<file path="src/rtl/bank_row_mapper.sv">
// -----------------------------------------------------------------------------
// bank_row_mapper
//
// Purpose:
//   Maps wide device row addresses onto a small modeled bank storage array.
//   The bank array has CHROWS row slots. A fully associative table
//   {valid, tag} records which device row lives in which slot.
//
//   ACT (bank idle) picks a slot in this order:
//     - the slot already tagged with the row (hit);
//     - otherwise the lowest free slot;
//     - otherwise the slot at a round-robin victim pointer.
//   RD/WR (row open) then play out a BL-beat burst. The column wraps
//   inside the aligned BL block, so the array sees one column per beat.
//
// Ports:
//   clk           rising-edge clock
//   rst_n         asynchronous active-low reset
//   cmd_valid     a command is presented
//   cmd           0=ACT, 1=RD, 2=WR, 3=PRE
//   cmd_row       device row (ACT only)
//   cmd_col       start column (RD/WR only)
//   cmd_ready     command accepted this cycle when high
//                 (combinational from the FSM state)
//   row           slot index for the bank array (registered)
//   column        column for the bank array (registered)
//   rd_o_wr       array write strobe: 0=read, 1=write (registered)
//   burst_active  current cycle is a data beat (registered)
//   map_full      every slot holds a valid mapping (registered)
//   err           sticky illegal-command flag (registered)
// -----------------------------------------------------------------------------
module bank_row_mapper #(
    parameter int RAWIDTH  = 16,
    parameter int COLWIDTH = 10,
    parameter int CHWIDTH  = 5,
    parameter int BL       = 8
) (
    input  logic                clk,
    input  logic                rst_n,
    input  logic                cmd_valid,
    input  logic [1:0]          cmd,
    input  logic [RAWIDTH-1:0]  cmd_row,
    input  logic [COLWIDTH-1:0] cmd_col,
    output logic                cmd_ready,
    output logic [CHWIDTH-1:0]  row,
    output logic [COLWIDTH-1:0] column,
    output logic                rd_o_wr,
    output logic                burst_active,
    output logic                map_full,
    output logic                err
);

    localparam int CHROWS = 2 ** CHWIDTH;
    localparam int LBL    = $clog2(BL);

    // Low column bits that advance within a burst. The bits above them stay
    // fixed, which gives the wrap inside the aligned BL block.
    localparam logic [COLWIDTH-1:0] LOW_MASK  = COLWIDTH'(BL - 1);
    localparam logic [LBL-1:0]      LAST_BEAT = LBL'(BL - 1);

    typedef enum logic [1:0] {
        CMD_ACT = 2'd0,
        CMD_RD  = 2'd1,
        CMD_WR  = 2'd2,
        CMD_PRE = 2'd3
    } cmd_t;

    typedef enum logic [1:0] {
        ST_IDLE  = 2'd0,
        ST_OPEN  = 2'd1,
        ST_BURST = 2'd2
    } state_t;

    // ------------------------------------------------------------------
    // State
    // ------------------------------------------------------------------
    state_t               state_r;
    logic [CHROWS-1:0]    valid_r;
    logic [RAWIDTH-1:0]   tag_r [CHROWS];
    logic [CHWIDTH-1:0]   victim_r;
    logic [LBL-1:0]       beat_r;
    logic [CHWIDTH-1:0]   row_r;
    logic [COLWIDTH-1:0]  column_r;
    logic                 rd_o_wr_r;
    logic                 burst_active_r;
    logic                 map_full_r;
    logic                 err_r;

    // ------------------------------------------------------------------
    // Combinational decode
    // ------------------------------------------------------------------
    logic                 accept_s;
    logic                 act_idle_s;
    logic                 hit_s;
    logic [CHWIDTH-1:0]   hit_idx_s;
    logic                 free_s;
    logic [CHWIDTH-1:0]   free_idx_s;
    logic [CHWIDTH-1:0]   sel_idx_s;
    logic                 tbl_we_s;
    logic                 victim_adv_s;
    logic [COLWIDTH-1:0]  next_col_s;

    // Ready depends on the FSM state only, so a refused command costs
    // nothing and there is no path from cmd_valid to cmd_ready.
    assign cmd_ready  = (state_r != ST_BURST);
    assign accept_s   = cmd_valid & cmd_ready;
    assign act_idle_s = accept_s & (cmd == CMD_ACT) & (state_r == ST_IDLE);

    // Next beat's column: advance the low LBL bits, keep the block base bits.
    assign next_col_s = (column_r & ~LOW_MASK) | ((column_r + COLWIDTH'(1)) & LOW_MASK);

    // Associative lookup of cmd_row and search for a free slot.
    // The loop scans downwards, so the lowest matching index is written last
    // and wins.
    always_comb begin
        hit_s      = 1'b0;
        hit_idx_s  = '0;
        free_s     = 1'b0;
        free_idx_s = '0;
        for (int i = CHROWS - 1; i >= 0; i--) begin
            if (valid_r[i] && (tag_r[i] == cmd_row)) begin
                hit_s     = 1'b1;
                hit_idx_s = CHWIDTH'(i);
            end else begin
                hit_s     = hit_s;
                hit_idx_s = hit_idx_s;
            end
            if (!valid_r[i]) begin
                free_s     = 1'b1;
                free_idx_s = CHWIDTH'(i);
            end else begin
                free_s     = free_s;
                free_idx_s = free_idx_s;
            end
        end
    end

    // Slot choice for an ACT taken in IDLE: hit, then free slot, then victim.
    always_comb begin
        sel_idx_s    = victim_r;
        tbl_we_s     = 1'b0;
        victim_adv_s = 1'b0;
        if (hit_s) begin
            sel_idx_s = hit_idx_s;
        end else if (free_s) begin
            sel_idx_s = free_idx_s;
            tbl_we_s  = act_idle_s;
        end else begin
            sel_idx_s    = victim_r;
            tbl_we_s     = act_idle_s;
            victim_adv_s = act_idle_s;
        end
    end

    // ------------------------------------------------------------------
    // Sequential logic
    // ------------------------------------------------------------------

    // Tag storage. It needs no reset because valid_r qualifies every entry.
    always_ff @(posedge clk) begin
        if (rst_n && tbl_we_s) begin
            tag_r[sel_idx_s] <= cmd_row;
        end else begin
            tag_r[sel_idx_s] <= tag_r[sel_idx_s];
        end
    end

    // FSM, valid bits, victim pointer, burst sequencing and all registered
    // outputs. The asynchronous reset aborts any burst in progress at once.
    always_ff @(posedge clk or negedge rst_n) begin
        if (!rst_n) begin
            state_r        <= ST_IDLE;
            valid_r        <= '0;
            victim_r       <= '0;
            beat_r         <= '0;
            row_r          <= '0;
            column_r       <= '0;
            rd_o_wr_r      <= 1'b0;
            burst_active_r <= 1'b0;
            map_full_r     <= 1'b0;
            err_r          <= 1'b0;
        end else begin
            // Samples the valid bits one edge after any table write.
            map_full_r <= &valid_r;

            case (state_r)
                ST_IDLE: begin
                    if (accept_s) begin
                        case (cmd)
                            CMD_ACT: begin
                                row_r   <= sel_idx_s;
                                state_r <= ST_OPEN;
                                if (tbl_we_s) begin
                                    valid_r[sel_idx_s] <= 1'b1;
                                end else begin
                                    valid_r <= valid_r;
                                end
                                if (victim_adv_s) begin
                                    victim_r <= victim_r + CHWIDTH'(1);
                                end else begin
                                    victim_r <= victim_r;
                                end
                            end
                            CMD_RD, CMD_WR: begin
                                // No row is open, so the data command is dropped.
                                err_r <= 1'b1;
                            end
                            CMD_PRE: begin
                                // Already precharged, so nothing changes.
                                state_r <= ST_IDLE;
                            end
                            default: begin
                                state_r <= ST_IDLE;
                            end
                        endcase
                    end else begin
                        state_r <= ST_IDLE;
                    end
                end

                ST_OPEN: begin
                    if (accept_s) begin
                        case (cmd)
                            CMD_ACT: begin
                                // A row is already open, so the ACT is dropped.
                                err_r <= 1'b1;
                            end
                            CMD_RD, CMD_WR: begin
                                // Beat 0 is presented in the cycle after acceptance.
                                state_r        <= ST_BURST;
                                beat_r         <= '0;
                                column_r       <= cmd_col;
                                rd_o_wr_r      <= (cmd == CMD_WR);
                                burst_active_r <= 1'b1;
                            end
                            CMD_PRE: begin
                                state_r <= ST_IDLE;
                            end
                            default: begin
                                state_r <= ST_OPEN;
                            end
                        endcase
                    end else begin
                        state_r <= ST_OPEN;
                    end
                end

                ST_BURST: begin
                    if (beat_r == LAST_BEAT) begin
                        // Leave the column on its final beat value.
                        state_r        <= ST_OPEN;
                        rd_o_wr_r      <= 1'b0;
                        burst_active_r <= 1'b0;
                    end else begin
                        beat_r   <= beat_r + LBL'(1);
                        column_r <= next_col_s;
                    end
                end

                default: begin
                    state_r        <= ST_IDLE;
                    rd_o_wr_r      <= 1'b0;
                    burst_active_r <= 1'b0;
                end
            endcase
        end
    end

    assign row          = row_r;
    assign column       = column_r;
    assign rd_o_wr      = rd_o_wr_r;
    assign burst_active = burst_active_r;
    assign map_full     = map_full_r;
    assign err          = err_r;

endmodule

</file>
<file path="config.mk">
export PLATFORM = sky130hd
export DESIGN_NAME = bank_row_mapper
export DESIGN_NICKNAME = d
export VERILOG_FILES = /design/src/rtl/bank_row_mapper.sv
export SDC_FILE = /design/constraint.sdc
export NUM_CORES = 1
export LEC_CHECK = 0
export ABC_CLOCK_PERIOD_IN_PS = 7750
export BUFFER_PORTS_ARGS = -buffer_cell sky130_fd_sc_hd__buf_4
export CAP_MARGIN = 20
export CORE_UTILIZATION = 35
export DETAILED_ROUTE_END_ITERATION = 7
export PLACE_DENSITY = 0.57
export SYNTH_ARGS = -nofsm -noshare
export SYNTH_HDL_FRONTEND = slang
export SYNTH_SLANG_ARGS = --single-unit
</file>
<file path="constraint.sdc">
create_clock -name clk -period 7.75 [get_ports clk]
set_clock_uncertainty 0.15 [all_clocks]
set_input_delay 2.325 -clock clk [delete_from_list [all_inputs] [get_ports clk]]
set_output_delay 2.325 -clock clk [all_outputs]
set_load 0.1 [all_outputs]
</file>
==> flow_summary.yaml, run 1 <==
synth:
  ys_ff_latch: 573
  synth_cell_types: 71
  netlist.area_leader.share: 0.577
  postSynthCellCount: 1921
  synth_area_um2: 26600
  ys.warnings.count: 0
  synth_top_area_cell: "edfxtp_1"
  postSynth.asyncResetShare: 0.106
  synth_nets: 1960
  postSynthAreaPerCell_um2: 13.9
  synth_edf_count: 512
  yosysSeqAreaShare: 0.635
  ys.flop_type: "edfxtp_1"
  synthTopCellsByArea: "edfxtp_1 (58%), xnor2_1 (9.7%), xor2_1 (7.2%)"
route:
  via_count: 16400
  vias_per_cell: 5.34
  first_iter_violations: 1447
  drc: 0
  ant_nets: 0
  drt_wl_total_um: 67600
  dr.pass1.iters: 6
  wl_per_cell_um: 22.1
floorplanning:
  core.rowCount: 100
  start_util: 0.356
  dieArea_um2: 77200
  die_w_um: 278
  core_area_um2: 74800
  ios: 51
  die_y_um: 278
global_routing:
  grt_pass1_wl_um: 103000
  antenna_found_initial: 1
  grt.met2_usage: 0.263
  grt_pass1_vias: 16300
  met1_usage: 0.261
  grtUsageTotal: 0.175
  grtUsageMet3: 0.0271
  grt_overflow: 0
  grt_max_degree: 64
  grt_most_used_layer: "met2"
clocking:
  postCtsSetupBuffers: 0
  cts_sinks: 573
  cts_hold_buf: 0
  clk_pin_slew_ns: 0.06
  htreeDepth: 2
  ctsResizeCount: 0
  root_buffer: "clkbuf_16"
  cts_buffers: 59
  cts_buffer_depth: 3
  cts_tree: "done"
  clk_latency_ns: 0.63
timing:
  fmax_mhz: 150
  rsz0062_at_grt: "false"
  drv_slew: 0
  finalCritPeriodShare: 0.861
  worstMarginPinSlew_ns: 1.05
  hold_viol_final: 0
  setup-tns-final_ns: 0
  timing.slew.headroom: 0.296
  setup_viol: 0
  fin_crit_ns: 6.67
critical_path:
  slowest_stage: "nor4bb_1"
  cp.arrival_ns: 6.78
  path_cells: "buf_4 -> buf_12 -> xor2_1 -> or4_1 -> nor4_1 -> a32oi_1 -> nand4_1 -> or3_1 -> nor3_1 -> and3_1 -> nor4bb_1 -> and2_1"
  critPathCaptureType: "flop"
  worstSetupPathType: "in -> reg"
  crit_path_start_kind: "input pin"
  required_ns: 7.86
  critPathMaxStageDelay_ns: 0.74
  crit_fanout: 20
min_path:
  hold_path_class: "reg -> reg"
layout:
  drive_gt1_frac: 0.121
  fin_nets: 2082
  fillers: 6899
  syn_to_final_growth_pct: 14.8
power:
  total_leakage_power_nw: 9.97
  total_power_w: 0.00757
  power_density_nw_per_um2: 247
  max-vdd-ir-drop_uv: 192
place:
  dp_hpwl_um: 45300
  place_congestion: 0.946
  numPortBuffers: 50
status:
  status: "completed"
run:
  cap_violations: 0
-- cells in the final DEF (no fill, tap or decap), types with 6 or more instances in the layout --
cell	n
nor4bb_1	6
xor2_1	220
nor2_1	41
and2_1	20
clkbuf_1	17
nand4b_1	15
nand2_1	108
clkinv_2	10
dfrtp_1	61
or4_1	25
or2_2	10
nand4_1	114
and4_1	31
clkinv_1	10
or3_1	7
nor3b_1	8
o22ai_1	7
nand2b_1	7
nor3_1	19
a31o_1	33
o21ai_0	24
xnor2_1	296
a21oi_1	10
nand3_1	57
inv_1	17
bufinv_16	8
buf_12	18
nor4_1	82
and3_1	6
nor4b_1	20
clkbuf_16	60
buf_4	129
edfxtp_1	512
ha_1	8
-- state kept, by name, summed over array words and instances (netlist names) --
register      cells
tag_r           512
valid_r          32
column           10
row               5
victim_r          5
beat_r            3
state_r           2
burst_active      1
err               1
map_full          1
rd_o_wr           1
-- per-layer routing --
metal | wire length (um) | vias to the layer above
li1 | - | 7460
met1 | 32500 | 8289
met2 | 29600 | 519
met3 | 4170 | 100
met4 | 1380 | 0
met5 | 0 | -
-- final timing paths --
path	from	to	slack, ns	cells past startpoint
min	err$_DFFE_PN0P_	err$_DFFE_PN0P_	0.33	1
max reg2reg	tag_r[24][1]$_DFFE_PP_	tag_r[27][2]$_DFFE_PP_	2.97	10
max in group asynchronous	rst_n	valid_r[27]$_DFFE_PN0P_	5.19	1
max	cmd_row[13]	tag_r[27][2]$_DFFE_PP_	1.08	12
min reg2reg	err$_DFFE_PN0P_	err$_DFFE_PN0P_	0.33	1
min in group asynchronous	rst_n	column[0]$_DFFE_PN0P_	1.67	1
-- stage by stage --
| step | hold WS, ns | area [um2] | worst slack (ns) | std cells | utilization |
|---|---|---|---|---|---|
| floorplan | 0.311 | 26600 | 1.71 | 1921 | - |
| global placement | 0.309 | 28600 | 0.536 | 2951 | 0.382 |
| detailed placement | 0.316 | 28600 | 0.306 | 2951 | 0.382 |
| CTS | 0.330 | 30600 | 0.990 | 3061 | 0.409 |
| global route | 0.361 | 30600 | 0.782 | 3061 | 0.409 |
| finish | 0.330 | 30600 | 1.08 | 3064 | 0.409 |
-- cell type report --
cell class	instances	area (um2)	area share
Antenna cell	3	7.51	0.000245
Clock buffer	80	1610	0.0525
Clock inverter	30	353	0.0115
Inverter	17	63.8	0.00209
Multi-Input combinational cell	1245	9110	0.298
Sequential cell	573	16900	0.553
Tap cell	969	1210	0.0396
Timing Repair Buffer	147	1330	0.0434
-- report_power, final --
group	total, W	internal, W	switching (W)
Combinational	0.00115	0.000320	0.000825
Clock	0.00291	0.00171	0.00120
Sequential	0.00351	0.00344	0.0000756
-- Yosys cell counts, types with 7 or more instances --
master,number
nor3_1,19
inv_1,17
nand2b_1,7
buf_6,13
clkbuf_1,13
or2_2,10
nand3_1,57
xnor2_1,296
nand2_1,108
o21ai_0,24
o22ai_1,7
or3_1,7
nor3b_1,8
nor4b_1,20
buf_2,32
a31o_1,33
ha_1,8
xor2_1,220
nor2_1,42
buf_4,28
nand4_1,114
edfxtp_1,512
and4_1,31
or4_1,25
nor4_1,82
nand4b_1,15
a21oi_1,10
and2_1,20
dfrtp_1,61
-- logic make-up after synthesis --
group	share of synthesized area
buf+inv	0.0236
simple gates	0.134
flops	0.635
compound gates	0.0335
xor+xnor	0.170
fa+ha+maj	0.00376
mux	0.000845
-- critical path: cells and delay by family --
family          cells  cell delay [ns]
simple gates        8             3.15
buf+inv             2             0.61
compound gates      1             0.46
xor+xnor            1             0.17
Note: power is estimated with default switching activity, not from simulation.
==> run 2: changes to the inputs <==
--- a/config.mk
+++ b/config.mk
@@ -8,9 +8,11 @@
 export ABC_CLOCK_PERIOD_IN_PS = 7750
 export BUFFER_PORTS_ARGS = -buffer_cell sky130_fd_sc_hd__buf_4
 export CAP_MARGIN = 20
+export CELL_PAD_IN_SITES_DETAIL_PLACEMENT = 0
+export CELL_PAD_IN_SITES_GLOBAL_PLACEMENT = 1
 export CORE_UTILIZATION = 35
 export DETAILED_ROUTE_END_ITERATION = 7
-export PLACE_DENSITY = 0.57
+export PLACE_DENSITY = 0.64
 export SYNTH_ARGS = -nofsm -noshare
 export SYNTH_HDL_FRONTEND = slang
 export SYNTH_SLANG_ARGS = --single-unit
==> flow_summary.yaml, run 2 (synthesis gave the netlist of run 1 again) <==
layout:
  utilization: 0.411
  syn_to_final_growth_pct: 15.5
  final_cell_mix: "edfxtp_1 (512), xnor2_1 (296), xor2_1 (220), buf_4 (155), nand4_1 (114)"
  fin_nets: 2115
  fillers: 6991
  finalInstanceArea_um2: 30800
  final_cell_count_no_fill: 3091
  drive_gt1_frac: 0.135
  final_common_cell: "edfxtp_1"
  largest_reg_flops: 512
  top_register: "tag_r"
route:
  dr.pass1.iters: 5
  drc: 0
  wl_per_cell_um: 22.5
  first_iter_violations: 1174
  ant_nets: 0
  drt_wl_total_um: 69500
  vias_per_cell: 5.32
  via_count: 16400
critical_path:
  rrSetupSlack_ns: 3.09
  required_ns: 7.91
  worstReg2RegEnd: "tag_r[16][9]$_DFFE_PP_"
  critPathCaptureType: "flop"
  r2r-start: "tag_r[29][0]$_DFFE_PP_"
  worstSetupPathType: "in -> reg"
  crit_path_start_kind: "input pin"
  cp.arrival_ns: 6.67
  crit_fanout: 24
  reg2reg_depth: 11
timing:
  setup_viol: 0
  drv_slew: 0
  setup_slack_ns: 1.24
  worstMarginPinSlew_ns: 0.997
  hold_viol_final: 0
  finalCritPeriodShare: 0.840
  fmax_mhz: 154
  setup-tns-final_ns: 0
  fin_crit_ns: 6.51
  timing.slew.headroom: 0.329
  rsz0062_at_grt: "false"
clocking:
  postCtsSetupBuffers: 0
  cts_hold_buf: 0
  clk_pin_slew_ns: 0.06
  root_buffer: "clkbuf_16"
  htreeDepth: 2
  clk_latency_ns: 0.63
  cts_sinks: 573
  cts_tree: "done"
  cts_buffer_depth: 3
  cts_buffers: 60
  ctsResizeCount: 0
min_path:
  min_from: "column[8]$_DFFE_PN0P_"
  holdPathEnd: "column[8]$_DFFE_PN0P_"
  hold_path_class: "reg -> reg"
  worstHoldPathCells: 2
global_routing:
  grtUsageMet3: 0.0276
  grt_overflow: 0
  grtUsageTotal: 0.180
  grt_pass1_wl_um: 105000
  grt_most_used_layer: "met2"
  grt.met2_usage: 0.280
  grt_pass1_vias: 16600
  antenna_found_initial: 1
  grt_max_degree: 52
  met1_usage: 0.257
place:
  dp_hpwl_um: 47600
  dp_slack_ns: 0.635
  place_congestion: 0.824
  place_inst: 2983
  numPortBuffers: 50
  dpl_cell_area_um2: 28900
floorplanning:
  die_y_um: 278
  die_w_um: 278
  core.rowCount: 100
  ios: 51
  start_util: 0.356
  core_area_um2: 74800
  dieArea_um2: 77200
run:
  cap_violations: 0
power:
  total_leakage_power_nw: 10.1
  power_density_nw_per_um2: 240
  max-vdd-ir-drop_uv: 140
status:
  status: "completed"
==> run 2: cell types whose count changed in the layout (fill, tap and decap cells not counted), sizes merged <==
cell / delta
buf: +32
bufinv: -6
clkbuf: -7
clkinv: +6
clkinvlp: +4
diode: -2
==> run 2: where the power goes <==
group	switching (W)	total, W	leakage (nW)	internal, W
Combinational	0.000810	0.00115	3.78	0.000336
Clock	0.00120	0.00271	0.891	0.00152
Sequential	0.0000739	0.00351	5.41	0.00344
Total	0.00208	0.00737	10.1	0.00529
==> run 2: worst max path at each step <==
stage,startpoint,endpoint,slack (ns),depth (start not counted)
final,cmd_row[1],tag_r[26][6]$_DFFE_PP_,1.24,14
after global routing,cmd_row[1],tag_r[26][9]$_DFFE_PP_,0.92,14
after CTS,cmd_row[1],tag_r[26][6]$_DFFE_PP_,1.28,14
after detailed placement,cmd_row[1],tag_r[26][15]$_DFFE_PP_,0.63,14
after global placement,cmd_row[1],tag_r[26][15]$_DFFE_PP_,0.61,14
after floorplan,cmd_row[13],tag_r[14][0]$_DFFE_PP_,1.71,12
==> run 2: layout make-up <==
| class | count | area, um2 | share of cell area |
|---|---|---|---|
| flip-flops and latches | 573 | 16900 | 0.550 |
| multi-input cells | 1245 | 9110 | 0.296 |
| repair buffers | 179 | 1640 | 0.0535 |
| clock buffers | 73 | 1590 | 0.0518 |
| well taps | 969 | 1210 | 0.0394 |
| clock inverters | 34 | 230 | 0.00749 |
| inverters | 17 | 63.8 | 0.00207 |
| diodes | 1 | 2.50 | 0.0000814 |
==> run 2: critical path, stage by stage <==
cell and delay (ns):
buf_4 0.41, buf_4 0.31, xor2_1 0.37, nor4_1 0.10, nand2_1 0.09, nor3_1 0.06, or4_1 0.68, or3_1 0.50
nor3_1 0.39, and3_1 0.30, nor4bb_1 0.48, buf_4 0.22, and2_1 0.15, buf_4 0.25
==> run 2: stage by stage <==
| stage | hold slack, ns | total power [W] |
|---|---|---|
| floorplan | 0.311 | 0.00432 |
| global placement | 0.310 | 0.00471 |
| detailed placement | 0.318 | 0.00472 |
| CTS | 0.333 | 0.00745 |
| global route | 0.358 | 0.00763 |
| finish | 0.328 | 0.00737 |
==> run 2: layer usage <==
layer / wire length [um] / vias to the layer above
met1: 32800 / 8380
met2: 31600 / 400
met5: 18 / -
met3: 3320 / 105
met4: 1690 / 2
li1: - / 7546
